File: config.mk
export PLATFORM = sky130hd
export DESIGN_NAME = gray_ptr_sync_flat
export DESIGN_NICKNAME = d
export VERILOG_FILES = /design/src/rtl/gray_ptr_sync_if.sv /design/src/rtl/gray_ptr_sync.sv /design/src/flat_wrapper.sv
export SDC_FILE = /design/constraint.sdc
export NUM_CORES = 1
export LEC_CHECK = 0
export ABC_AREA = 1
export BUFFER_PORTS_ARGS = -buffer_cell sky130_fd_sc_hd__buf_4
export CORE_MARGIN = 2
export CORE_UTILIZATION = 48
export CTS_CLUSTER_DIAMETER = 80
export DETAILED_ROUTE_END_ITERATION = 10
export PLACE_DENSITY = 0.81
export SYNTH_ARGS = -nofsm -noshare
export SYNTH_HDL_FRONTEND = slang
export SYNTH_SLANG_ARGS = --single-unit
File: constraint.sdc
create_clock -name clk -period 1 [get_ports clk]
set_clock_uncertainty 0.15 [all_clocks]
set_input_delay 0.1 -clock clk [delete_from_list [all_inputs] [get_ports clk]]
set_output_delay 0.1 -clock clk [all_outputs]
set_load 0.1 [all_outputs]
File: src/rtl/gray_ptr_sync_if.sv
`default_nettype none
// ============================================================================
//  Module   : gray_ptr_sync_if
//  Purpose  : Signal bundle between a foreign-domain Gray pointer source and
//             its destination-domain synchroniser (gray_ptr_sync).
//  Revision : 1.0 - initial release
// ============================================================================
interface gray_ptr_sync_if #(
    parameter int WIDTH = 6
);
    logic [WIDTH:0] gray_in;
    logic           err_clr;
    logic [WIDTH:0] gray_out;
    logic [WIDTH:0] bin_out;
    logic           upd;
    logic           valid;
    logic           err;

    // Pointer source / consumer side
    modport master (
        output gray_in, err_clr,
        input  gray_out, bin_out, upd, valid, err
    );

    // Synchroniser side
    modport slave (
        input  gray_in, err_clr,
        output gray_out, bin_out, upd, valid, err
    );
endinterface
`default_nettype wire

File: src/rtl/gray_ptr_sync.sv
`default_nettype none
// ============================================================================
//  Module   : gray_ptr_sync
//  Purpose  : STAGES-deep synchroniser for a WIDTH+1 bit Gray FIFO pointer,
//             with registered binary decode, one-cycle update strobe and a
//             post-reset valid flag.
//             Optional multi-bit-jump checker enabled by defining the macro
//             GRAY_PTR_SYNC_CHECK_EN; without it err is tied low.
//  Revision : 1.0 - initial release
// ============================================================================
module gray_ptr_sync #(
    parameter int WIDTH  = 6,
    parameter int STAGES = 2
) (
    input  logic              clk,
    input  logic              rstn,
    gray_ptr_sync_if.slave    bus
);

    localparam int c_PW = WIDTH + 1;

    // Synchroniser depth outside 2..4 is rejected at elaboration
    generate
        if (STAGES < 2 || STAGES > 4) begin : g_bad_stages
            $error("gray_ptr_sync: STAGES must be in the range 2..4");
        end
    endgenerate

    logic [c_PW-1:0] r_sync [STAGES];
    logic [c_PW-1:0] w_gray_out;
    logic [c_PW-1:0] w_bin;
    logic [c_PW-1:0] r_gprev;
    logic [c_PW-1:0] r_bin;
    logic            r_upd;
    logic [2:0]      r_vcnt;
    logic            r_valid;

    // Plain flop chain, no logic between stages
    always_ff @(posedge clk) begin
        if (!rstn) begin
            for (int i = 0; i < STAGES; i++) begin
                r_sync[i] <= '0;
            end
        end else begin
            r_sync[0] <= bus.gray_in;
            for (int i = 1; i < STAGES; i++) begin
                r_sync[i] <= r_sync[i-1];
            end
        end
    end

    assign w_gray_out = r_sync[STAGES-1];

    // Gray to binary: each binary bit is the XOR of all Gray bits at or above it
    always_comb begin
        w_bin = '0;
        for (int i = 0; i < c_PW; i++) begin
            w_bin[i] = ^(w_gray_out >> i);
        end
    end

    // Decode register, previous-value history and change strobe
    always_ff @(posedge clk) begin
        if (!rstn) begin
            r_bin   <= '0;
            r_gprev <= '0;
            r_upd   <= 1'b0;
        end else begin
            r_bin   <= w_bin;
            r_gprev <= w_gray_out;
            r_upd   <= r_valid && (w_gray_out != r_gprev);
        end
    end

    // Saturating post-reset counter; valid once STAGES+1 edges have passed
    always_ff @(posedge clk) begin
        if (!rstn) begin
            r_vcnt  <= 3'd0;
            r_valid <= 1'b0;
        end else begin
            if (r_vcnt != 3'(STAGES)) begin
                r_vcnt <= r_vcnt + 3'd1;
            end
            r_valid <= (r_vcnt == 3'(STAGES));
        end
    end

    assign bus.gray_out = w_gray_out;
    assign bus.bin_out  = r_bin;
    assign bus.upd      = r_upd;
    assign bus.valid    = r_valid;

`ifdef GRAY_PTR_SYNC_CHECK_EN
    logic [c_PW-1:0] w_diff;
    logic            w_jump;
    logic            r_err;

    // More than one bit differs when clearing the lowest set bit leaves any bit set
    assign w_diff = w_gray_out ^ r_gprev;
    assign w_jump = r_valid && ((w_diff & (w_diff - c_PW'(1))) != '0);

    // Sticky jump flag; a new jump outranks a simultaneous clear
    always_ff @(posedge clk) begin
        if (!rstn) begin
            r_err <= 1'b0;
        end else if (w_jump) begin
            r_err <= 1'b1;
        end else if (bus.err_clr) begin
            r_err <= 1'b0;
        end
    end

    assign bus.err = r_err;
`else
    logic w_unused_err_clr;

    assign w_unused_err_clr = bus.err_clr;
    assign bus.err          = 1'b0;
`endif

endmodule
`default_nettype wire

File: src/flat_wrapper.sv
// flat-port wrapper written by rule: the top's interface ports become plain ports
module gray_ptr_sync_flat 
#(
    parameter int WIDTH  = 6,
    parameter int STAGES = 2
)
  (clk, rstn, bus_gray_in, bus_err_clr, bus_gray_out, bus_bin_out, bus_upd, bus_valid, bus_err);
  gray_ptr_sync_if #(.WIDTH(WIDTH)) bus_i ();
  input  logic clk;
  input  logic rstn;
  input wire logic [$bits(bus_i.gray_in)-1:0] bus_gray_in;
  input wire logic [$bits(bus_i.err_clr)-1:0] bus_err_clr;
  output wire logic [$bits(bus_i.gray_out)-1:0] bus_gray_out;
  output wire logic [$bits(bus_i.bin_out)-1:0] bus_bin_out;
  output wire logic [$bits(bus_i.upd)-1:0] bus_upd;
  output wire logic [$bits(bus_i.valid)-1:0] bus_valid;
  output wire logic [$bits(bus_i.err)-1:0] bus_err;
  assign bus_i.gray_in = bus_gray_in;
  assign bus_i.err_clr = bus_err_clr;
  assign bus_gray_out = bus_i.gray_out;
  assign bus_bin_out = bus_i.bin_out;
  assign bus_upd = bus_i.upd;
  assign bus_valid = bus_i.valid;
  assign bus_err = bus_i.err;
  gray_ptr_sync #(.WIDTH(WIDTH), .STAGES(STAGES)) u_core (.clk(clk), .rstn(rstn), .bus(bus_i));
endmodule
* Word level (Yosys, flattened, before mapping)
Memory sizes are Yosys's and may differ from the RTL's.
Index checks and enable logic that the tools add are counted.
** Storage, ports and cells
- Bits of input ports :: 10
- Memory bits (writable) :: 14
- Memories :: 1
- Logic and storage cells :: 24
- Register bits :: 19
- Latch bits :: 0
- Output and inout bits :: 17
- Bits in read-only memories :: 0
** Memories
- u_core.r_sync :: depth 2, bits a word 7, rd ports 2, clocked after memory_dff 0, write ports 2, line gray_ptr_sync.sv:29 : logic [c_PW-1:0] r_sync [STAGES];
** Operators by class
- Reduce and logical (&&, ||, !) cells :: 8
- Shift operators :: 0
- Eq/ne operators :: 3
- Bitwise operators :: 2
- $add $sub $neg :: 1
- Multiply operators :: 0
- Order comparisons :: 0
- Multiplexer cells :: 4
- Divide/modulo/power cells :: 0
** Operators with widths (count)
- XOR reduction 7 bit :: 7
- 2-to-1 mux 7 bit :: 2
- != test 7 bit :: 1
- adder 3 x 1 -> 3 bit (second input constant) :: 1
- equality test 3 x 2 -> 1 bit (second input constant) :: 1
- != test 3 x 2 -> 1 bit (second input constant) :: 1
- 2-to-1 mux 1 bit :: 2
- bitwise OR 1 bit :: 2
- logical AND 1 bit :: 1

* Longest topological paths before layout
Gate-level depths: netlist (run 1).
An unclocked memory read counts as a cell.
- Depth after elaboration :: 3
- Mapped depth :: 9
- Mapped depth without buffers :: 8

* Least setup slack after synthesis (run 1)
Ideal clock, no wire load.
- Path type :: flip-flop to flip-flop
- Start point :: register u_core.r_valid, in the netlist u_core.bus.valid
- End point :: register u_core.r_upd, in the netlist u_core.bus.upd
- Data required time :: 0.785 ns
- Period minus slack after synthesis :: 1.349 ns
- Setup time :: 0.065 ns
- Slack :: -0.349 ns
- Arrival time :: 1.134 ns
- Cell stages (with the launch flop) :: 3
- Buffers on the path :: 0
- Cell sequence :: dfxtp_1 > nand2_1 > nor2_1
** Between the ends
- Word-level cells in the longest chain between the ends :: 1
** RTL lines
- start, declared :: line gray_ptr_sync.sv:36 : logic r_valid;
- start signal, assigned :: line gray_ptr_sync.sv:84 : r_valid <= (r_vcnt == 3'(STAGES));
- logical AND 1 bit :: line gray_ptr_sync.sv:71 : r_upd <= r_valid && (w_gray_out != r_gprev);
- end signal, assigned :: line gray_ptr_sync.sv:71
- end, declared :: line gray_ptr_sync.sv:34 : logic r_upd;
Every way passes these cells.
A chain may end at the register's enable or synchronous reset.

==> results of run 1 <==
## layout make-up
cell class	instances	area share
Clock buffer	5	0.0170
Tap cell	31	0.0176
Sequential cell	32	0.308
Multi-Input combinational cell	103	0.271
Inverter	34	0.0657
Clock inverter	3	0.0193
Timing Repair Buffer	51	0.301
## placed cells by master (no fill, tap or decap), types with 2 or more instances in the layout
master / instances
nand2_1: 54
inv_4: 2
buf_4: 18
buf_12: 19
clkbuf_4: 5
dfxtp_2: 11
inv_2: 4
dfxtp_1: 14
o21ai_1: 2
dfxtp_4: 7
buf_6: 7
nand2_4: 8
nand2_2: 12
nor2_1: 12
xnor2_1: 2
dlygate4sd3_1: 7
inv_1: 26
xnor2_2: 3
## logic make-up (layout without fill, tap and decap cells)
kind of cell             after synthesis  count (layout)  share of synthesized area
flip-flops                            32              32                      0.476
AO/OA/AOI/OAI                          3               3                     0.0112
AND/OR/NAND/NOR                       90              90                      0.264
buffers and inverters                 50              93                      0.181
XOR/XNOR                               7               7                     0.0456
other                                  1               1                    0.00279
adder cells (fa/ha/maj)                2               2                     0.0186
## metal layers
metal,vias to the layer above,track usage,part of all wire
li1,598,-,-
met1,559,0.214,0.35
met2,36,0.378,0.54
met3,18,0.0794,0.056
met4,0,0.136,0.055
met5,-,0,0
## through the flow
step                utilization  power (mW)  setup WS (ns)
detailed placement        0.572        2.30         -0.227
global route              0.815        3.85         -0.305
floorplan                     -        2.14        -0.0971
CTS                       0.794        3.59         -0.248
global placement          0.572        2.27         -0.191
finish                    0.815        3.67         -0.244
## power by group
group / switching [mW] / internal [mW] / leakage (nW) / total, mW
registers: 0.111 / 1.39 / 0.272 / 1.51
clock network: 0.487 / 0.521 / 0.0412 / 1.01
logic: 0.664 / 0.497 / 0.822 / 1.16
total: 1.26 / 2.41 / 1.14 / 3.67
## flip-flops by register name (all words and copies together), names as in the netlist
register,flops
u_core.r_gprev,7
u_core.bus.upd,1
u_core.bus.valid,1
u_core.r_vcnt,3
u_core.r_sync,14
u_core.bus.bin_out,6
## path summary, 6_finish.rpt
path	from	slack, ns	depth (start not counted)	end
worst max-delay path	u_core.r_sync[0][10]	-0.24	1	bus_gray_out[3]
worst min register to register	u_core.r_sync[0][4]	0.26	2	u_core.r_sync[0][11]
worst min-delay path	rstn	-0.07	3	u_core.bus.bin_out[0]
worst max register to register	u_core.r_sync[0][11]	-0.21	5	u_core.bus.upd
## what timing repair did
action / 4_1_cts / 5_1_grt
resized for setup: 94 / 15
endpoints found under the hold margin: 19 / 18
buffers inserted: 10 / 1
endpoints found under the setup margin: 25 / 26
pin swaps: 23 / 16
==> metrics, run 1 <==
status finished with violations; violated checks negative hold slack, negative setup slack; top_reg_cell synth dfxtp_1; Worst Path Max Fanout 8; Fmax approximately 800 MHz; Core Box Area approximately 0.0027 sq mm; first-pass detailed-route iteration total 3; max-cap violations 0; 1st-iter DRT viols 19; initial antenna violation count 0; final hold vios 18; H-tree Lvls 2; Post-Synthesis Cells 185; synthesized area 0.00135 sq mm; chip height roughly 57 microns; dpl cells between 200 and 250; Post-synth EDFFs 0; clk slew on worst S/H paths approximately 0.11 ns; yosys warns 0; final hold slack -0.0685 ns; Synth Net Count 197; first-pass GRT wire length 5090 microns; Initial Utilization 0.496; Die W between 50 and 60 microns; Root Buffer clkbuf_4; asr flop ratio synth 0; vias in the first global route around 1200; most instantiated library cell after synthesis nand2_1; IO Port Bufs 24; PwrDens between 1500 and 2000 mW/mm^2; clock latency on the worst-skew pair 0.35 ns; min-delay worst type in -> reg; max-slew violations 0; finished layout cell area around 0.0022 sq mm; gpl congestion about 0.78; final setup vio count 26; FILL cells 154; Distinct cells, synth 16; fraction of layout cells with a size suffix above 1 0.474; register area roughly 680 sq um; maximum clock path buffer count 2; slowest CP cell dfxtp_4; Synth top cells by count nand2_1 (68), dfxtp_1 (32), inv_1 (29); crit-path max cell delay 0.45 ns; period utilisation layout 1.24; final WL between 3000 and 4000 microns; Setup crit end kind primary output; detailed-route wire length per cell about 13 microns; Static Leak about 1.1 nW; Area after DPL approximately 0.0015 sq mm; Top-Level Pins 27; largest net degree at the start of global routing 20; final worst slack -0.244 ns; P&R area growth vs syn 64.2%; CTS tree yes; leading area contributor after synthesis dfxtp_1; gr usage total 0.215; CTS buffer count 5; RSZ-0062 raised after global routing yes; gr ovfl total 0; clk sinks 32; Final #Nets 239; area share of the largest cell type after synthesis 0.476; Final Non-Filler Cells 259; vias between 1000 and 1500; Startpoint Class flip-flop; Required @ worst endpoint 0.75 ns; critical path's top delay family flip-flops; crit path kind reg -> out; number of remaining DRC errors 0; sequence of cells on the critical path buf_12; # rows 19; multi-input logic area 599 sq um; Final ANT Viol Nets 0; DP HPWL between 1500 and 2000 microns; Buf/Inv on CP 1; final critical-path required period roughly 1.2 ns; Peak VDD IR roughly 1800 uV; setup TNS -4.00 ns; Area contributors post-synth dfxtp_1 (48%), nand2_1 (19%), inv_1 (8.1%), buf_4 (6.7%), nor2_1 (3.9%); worst path arrival time between 0.9 and 1 ns; FF+latch count, synth 32; area of the die about 0.0032 sq mm; sequential cell area fraction in the yosys report 0.476; hold_buf cts 7; vias per cell about 4.7; antenna cells 0; Synth Area per Inst ~7.3 sq um
Note: power is estimated with default switching activity, not from simulation.
==> inputs of run 2 (changes only) <==
Settings changed: CORE_UTILIZATION 48 to 50, CTS_BUF_LIST set to sky130_fd_sc_hd__clkbuf_4, PLACE_DENSITY 0.81 to 0.83.
==> metrics, run 2 (synthesis gave the netlist of run 1 again) <==
dpl cells 230; P&R area growth vs syn 61.2%; antenna cells 0; first-pass GRT wire length roughly 4700 microns; clk sinks 32; detailed-route wire length per cell between 10 and 15 microns; DP HPWL between 1500 and 2000 microns; Setup crit end kind primary output; max reg flops 14; Top-Level Pins 27; fraction of layout cells with a size suffix above 1 0.496; H-tree Lvls 2; Worst Path Max Fanout 5; final worst slack -0.233 ns; clk slew on worst S/H paths 0.10 ns; sequence of cells on the critical path buf_6, buf_12; initial antenna violation count 0; Reg2Reg Launch Point u_core.r_sync[0][10]; reg2reg path depth 8; Final #Nets between 200 and 250; final critical-path required period 1.23 ns; period utilisation layout 1.23; PwrDens 1670 mW/mm^2; Required @ worst endpoint 0.75 ns; Final Non-Filler Cells ~260; RSZ-0062 raised after global routing yes; vias in the first global route 1144; area of the die 0.00312 sq mm; Core Box Area 0.00252 sq mm; crit-path max cell delay approximately 0.39 ns; Final ANT Viol Nets 0; IO Port Bufs 24; max-slew violations 0; Area after DPL 0.00153 sq mm; vias per cell 4.50; Final Core Density 0.860; capturing point of the worst reg2reg path u_core.bus.bin_out[0]; crit path from u_core.r_sync[0][13]; Hold Path Depth 3; most frequent cells in the layout nand2_1 (48), inv_1 (26), nand2_2 (20), buf_12 (16), buf_4 (15); CTS tree yes; gr usage total 0.198; Root Buffer clkbuf_4; gr ovfl total 0; chip height 55.9 microns; Fmax 811 MHz; commonest non-fill, non-tap cell in the layout nand2_1; Biggest register u_core.r_sync; Reg2Reg Setup Slack -0.21 ns; Peak VDD IR approximately 1600 uV; Die W ~56 microns; first-pass detailed-route iteration total 9; finished layout cell area between 0.002 and 0.0025 sq mm; final hold slack -0.0463 ns; clock latency on the worst-skew pair between 0.3 and 0.4 ns; slowest CP cell dfxtp_4; largest net degree at the start of global routing 18; maximum clock path buffer count 2; violated checks negative hold slack, negative setup slack; max-cap violations 0; Startpoint Class flip-flop; CTS buffer count 5; crit path kind reg -> out; crit path capture bus_gray_out[6]; Place WS -0.242 ns; worst path arrival time 0.98 ns; hold_buf cts 7; final hold vios 17; final setup vio count 25; vias roughly 1200; Initial Utilization 0.533; # rows 18; 1st-iter DRT viols 25; gpl congestion 0.791; Static Leak about 1.1 nW; final WL between 3000 and 4000 microns; number of remaining DRC errors 0; min-delay worst type in -> reg; status finished with violations; min-delay src rstn
==> run 2: worst max-delay path, delay by kind of cell, from the launching register on <==
kind                   cells  cell delay, ns
flip-flops                 1            0.39
buffers and inverters      2            0.27
==> run 2: repair_timing <==
item / in CTS / in global routing
setup endpoints to repair: 26 / 26
hold endpoints to repair: 21 / 17
resized for setup: 82 / 31
setup buffers: 7 / 4
pin swaps: 11 / 17
==> run 2: worst min path at each step <==
stage,endpoint,slack [ns]
detailed placement,u_core.r_sync[0][4],0.13
floorplan,u_core.r_sync[0][0],0.05
finish,u_core.r_sync[0][11],-0.05
CTS,u_core.r_sync[0][11],-0.08
global route,u_core.r_sync[0][4],-0.06
global placement,u_core.r_sync[0][5],0.13
==> run 2: area by class of cell <==
| cell class | count | area [sq um] |
|---|---|---|
| Clock buffer | 6 | 45.0 |
| Timing Repair Buffer | 49 | 627 |
| Tap cell | 30 | 37.5 |
| Fill cell | 128 | 354 |
| Clock inverter | 2 | 35.0 |
| Inverter | 34 | 135 |
| Multi-Input combinational cell | 103 | 611 |
| Sequential cell | 32 | 678 |
==> run 2: report_power, final <==
group          internal, mW  total [mW]  switching (mW)
logic                 0.463        1.11           0.651
registers              1.39        1.51           0.113
clock network         0.551       0.993           0.442
total                  2.41        3.61            1.21
==> run 2: per-stage QoR <==
stage	power [mW]	setup TNS (ns)	hold slack [ns]
6_report	3.61	-3.47	-0.0463
5_1_grt	3.77	-4.66	-0.0593
4_1_cts	3.52	-3.34	-0.0787
3_5_place_dp	2.30	-1.42	0.135
3_3_place_gp	2.27	-1.20	0.129
2_1_floorplan	2.14	-0.265	0.0476
==> run 2: routing by layer <==
layer,track usage,vias to the layer above,part of all wire
met5,0,-,0
met4,0.0986,0,0.013
met3,0.0558,3,0.040
met2,0.378,36,0.55
met1,0.192,517,0.40
li1,-,595,-
==> inputs of run 3 (changes only) <==
Settings changed: SKIP_LAST_GASP set to 1.
==> metrics, run 3 (synthesis gave the netlist of run 1 again) <==
status finished with violations; violated checks negative hold slack, negative setup slack; Final Non-Filler Cells approximately 260; PwrDens 1690 mW/mm^2; crit-path max cell delay about 0.39 ns; clock latency on the worst-skew pair approximately 0.34 ns; Hold Path Depth 3; Reg2Reg Setup Slack -0.21 ns; Gate power share 0.306; antenna cells 0; sequential share of power 0.416; hold_buf cts 7; max-slew violations 0; min-delay worst type in -> reg; min-delay src rstn; Reg2Reg Launch Point u_core.r_sync[0][12]; DP HPWL 1580 microns; Fmax approximately 810 MHz; fraction of layout cells with a size suffix above 1 0.480; final setup vio count 25; final critical-path required period ~1.2 ns; Biggest register u_core.r_sync; max reg flops 14; sw frac 0.335; P&R area growth vs syn 59.5%; CTS buffer count 5; gr ovfl total 0; final hold vios 17; first-pass detailed-route iteration total 4; Int Power roughly 2.4 mW; commonest non-fill, non-tap cell in the layout nand2_1; RSZ-0062 raised after global routing yes; NetSw around 1.2 mW; Required @ worst endpoint ~0.75 ns; largest net degree at the start of global routing 18; Core Box Area about 0.0025 sq mm; # rows 18; vias in the first global route about 1100; vias about 1100; most frequent cells in the layout nand2_1 (51), inv_1 (27), nand2_2 (17), buf_4 (16), buf_12 (16); clk slew on worst S/H paths approximately 0.11 ns; finished layout cell area 0.00215 sq mm; final worst slack -0.233 ns; Area after DPL 0.00153 sq mm; Final #Nets 236; max-cap violations 0; area of the die around 0.0031 sq mm; capturing point of the worst reg2reg path u_core.bus.bin_out[2]; worst hold endpoint u_core.r_sync[0][11]; Startpoint Class flip-flop; Die W approximately 56 microns; setup TNS -3.44 ns; Buf/Inv on CP 2; vias per cell 4.42; Root Buffer clkbuf_4; Top-Level Pins 27; 1st-iter DRT viols 23; number of remaining DRC errors 0; period utilisation layout 1.23; final WL between 2000 and 3000 microns; Initial Utilization 0.533; sequence of cells on the critical path buf_6, buf_12; chip height between 50 and 60 microns; Peak VDD IR around 1600 uV; detailed-route wire length per cell around 11 microns; clk sinks 32; crit path kind reg -> out; Worst Path Max Fanout 5; Setup crit end kind primary output; dpl cells 230; worst path arrival time a little under 1 ns; initial antenna violation count 0; Final ANT Viol Nets 0; final hold slack -0.0661 ns; clock power share 0.278; H-tree Lvls 2; slowest CP cell dfxtp_4; critical path's top delay family flip-flops; CTS tree yes; maximum clock path buffer count 2; first-pass GRT wire length about 4600 microns; gr usage total 0.192; Static Leak between 1 and 1.5 nW; reg2reg path depth 8; gpl congestion just under 0.8; IO Port Bufs 24
-- run 3: cell types whose count changed in the layout (fill, tap and decap cells not counted), sizes merged --
cell and change:
buf -1
-- run 3: how the worst max path moves through the flow --
| stage | from | endpoint | slack [ns] | cells after the start |
|---|---|---|---|---|
| final | u_core.r_sync[0][13] | bus_gray_out[6] | -0.23 | 2 |
| after detailed placement | u_core.r_sync[0][10] | u_core.bus.bin_out[1] | -0.24 | 4 |
| after CTS | u_core.r_sync[0][13] | bus_gray_out[6] | -0.25 | 2 |
| after global routing | u_core.r_sync[0][9] | u_core.bus.bin_out[0] | -0.28 | 8 |
| after floorplan | u_core.r_sync[0][10] | u_core.bus.bin_out[1] | -0.1 | 5 |
| after global placement | u_core.r_sync[0][10] | u_core.bus.bin_out[0] | -0.20 | 7 |
-- run 3: metal layers --
| metal | track usage | wire, microns | vias to the layer above |
|---|---|---|---|
| met2 | 0.366 | 1580 | 24 |
| met4 | 0.0952 | 52 | 0 |
| met1 | 0.185 | 1160 | 507 |
| met5 | 0 | 0 | - |
| li1 | - | - | 592 |
| met3 | 0.0581 | 117 | 5 |
-- run 3: what timing repair did --
item | 4_1_cts | 5_1_grt
hold endpoints to repair | 21 | 17
setup buffers | 7 | 3
endpoints found under the setup margin | 26 | 26
pin swaps | 11 | 18
resized for setup | 81 | 26
-- run 3: through the flow --
step	utilization	setup slack (ns)	total power [mW]
4_1_cts	0.804	-0.251	3.52
5_1_grt	0.851	-0.281	3.76
6_report	0.851	-0.233	3.62
2_1_floorplan	-	-0.0971	2.14
3_5_place_dp	0.608	-0.242	2.30
3_3_place_gp	0.608	-0.205	2.27
-- run 3: area by class of cell --
type	count	area (sq um)
clock buffers	6	45.0
clock inverters	2	35.0
fillers	136	377
inverters	34	133
multi-input cells	103	606
flip-flops and latches	32	678
well taps	30	37.5
repair buffers	48	612
-- run 3: worst register-to-register path: stages (launching register included) --
cell     delay, ns
dfxtp_4       0.37
buf_6         0.12
nand2_2       0.06
nand2_4       0.07
nand2_2       0.07
nand2_2       0.07
nand2_1       0.07
nand2_1       0.05
nor2_1        0.11
-- run 3: power groups by stage --
stage	Sequential (mW)	Combinational (mW)	Clock (mW)
finish	1.51	1.11	1.01
global route	1.52	1.17	1.07
CTS	1.50	1.01	1.01
detailed placement	1.51	0.786	0
global placement	1.50	0.765	0
floorplan	1.72	0.414	0
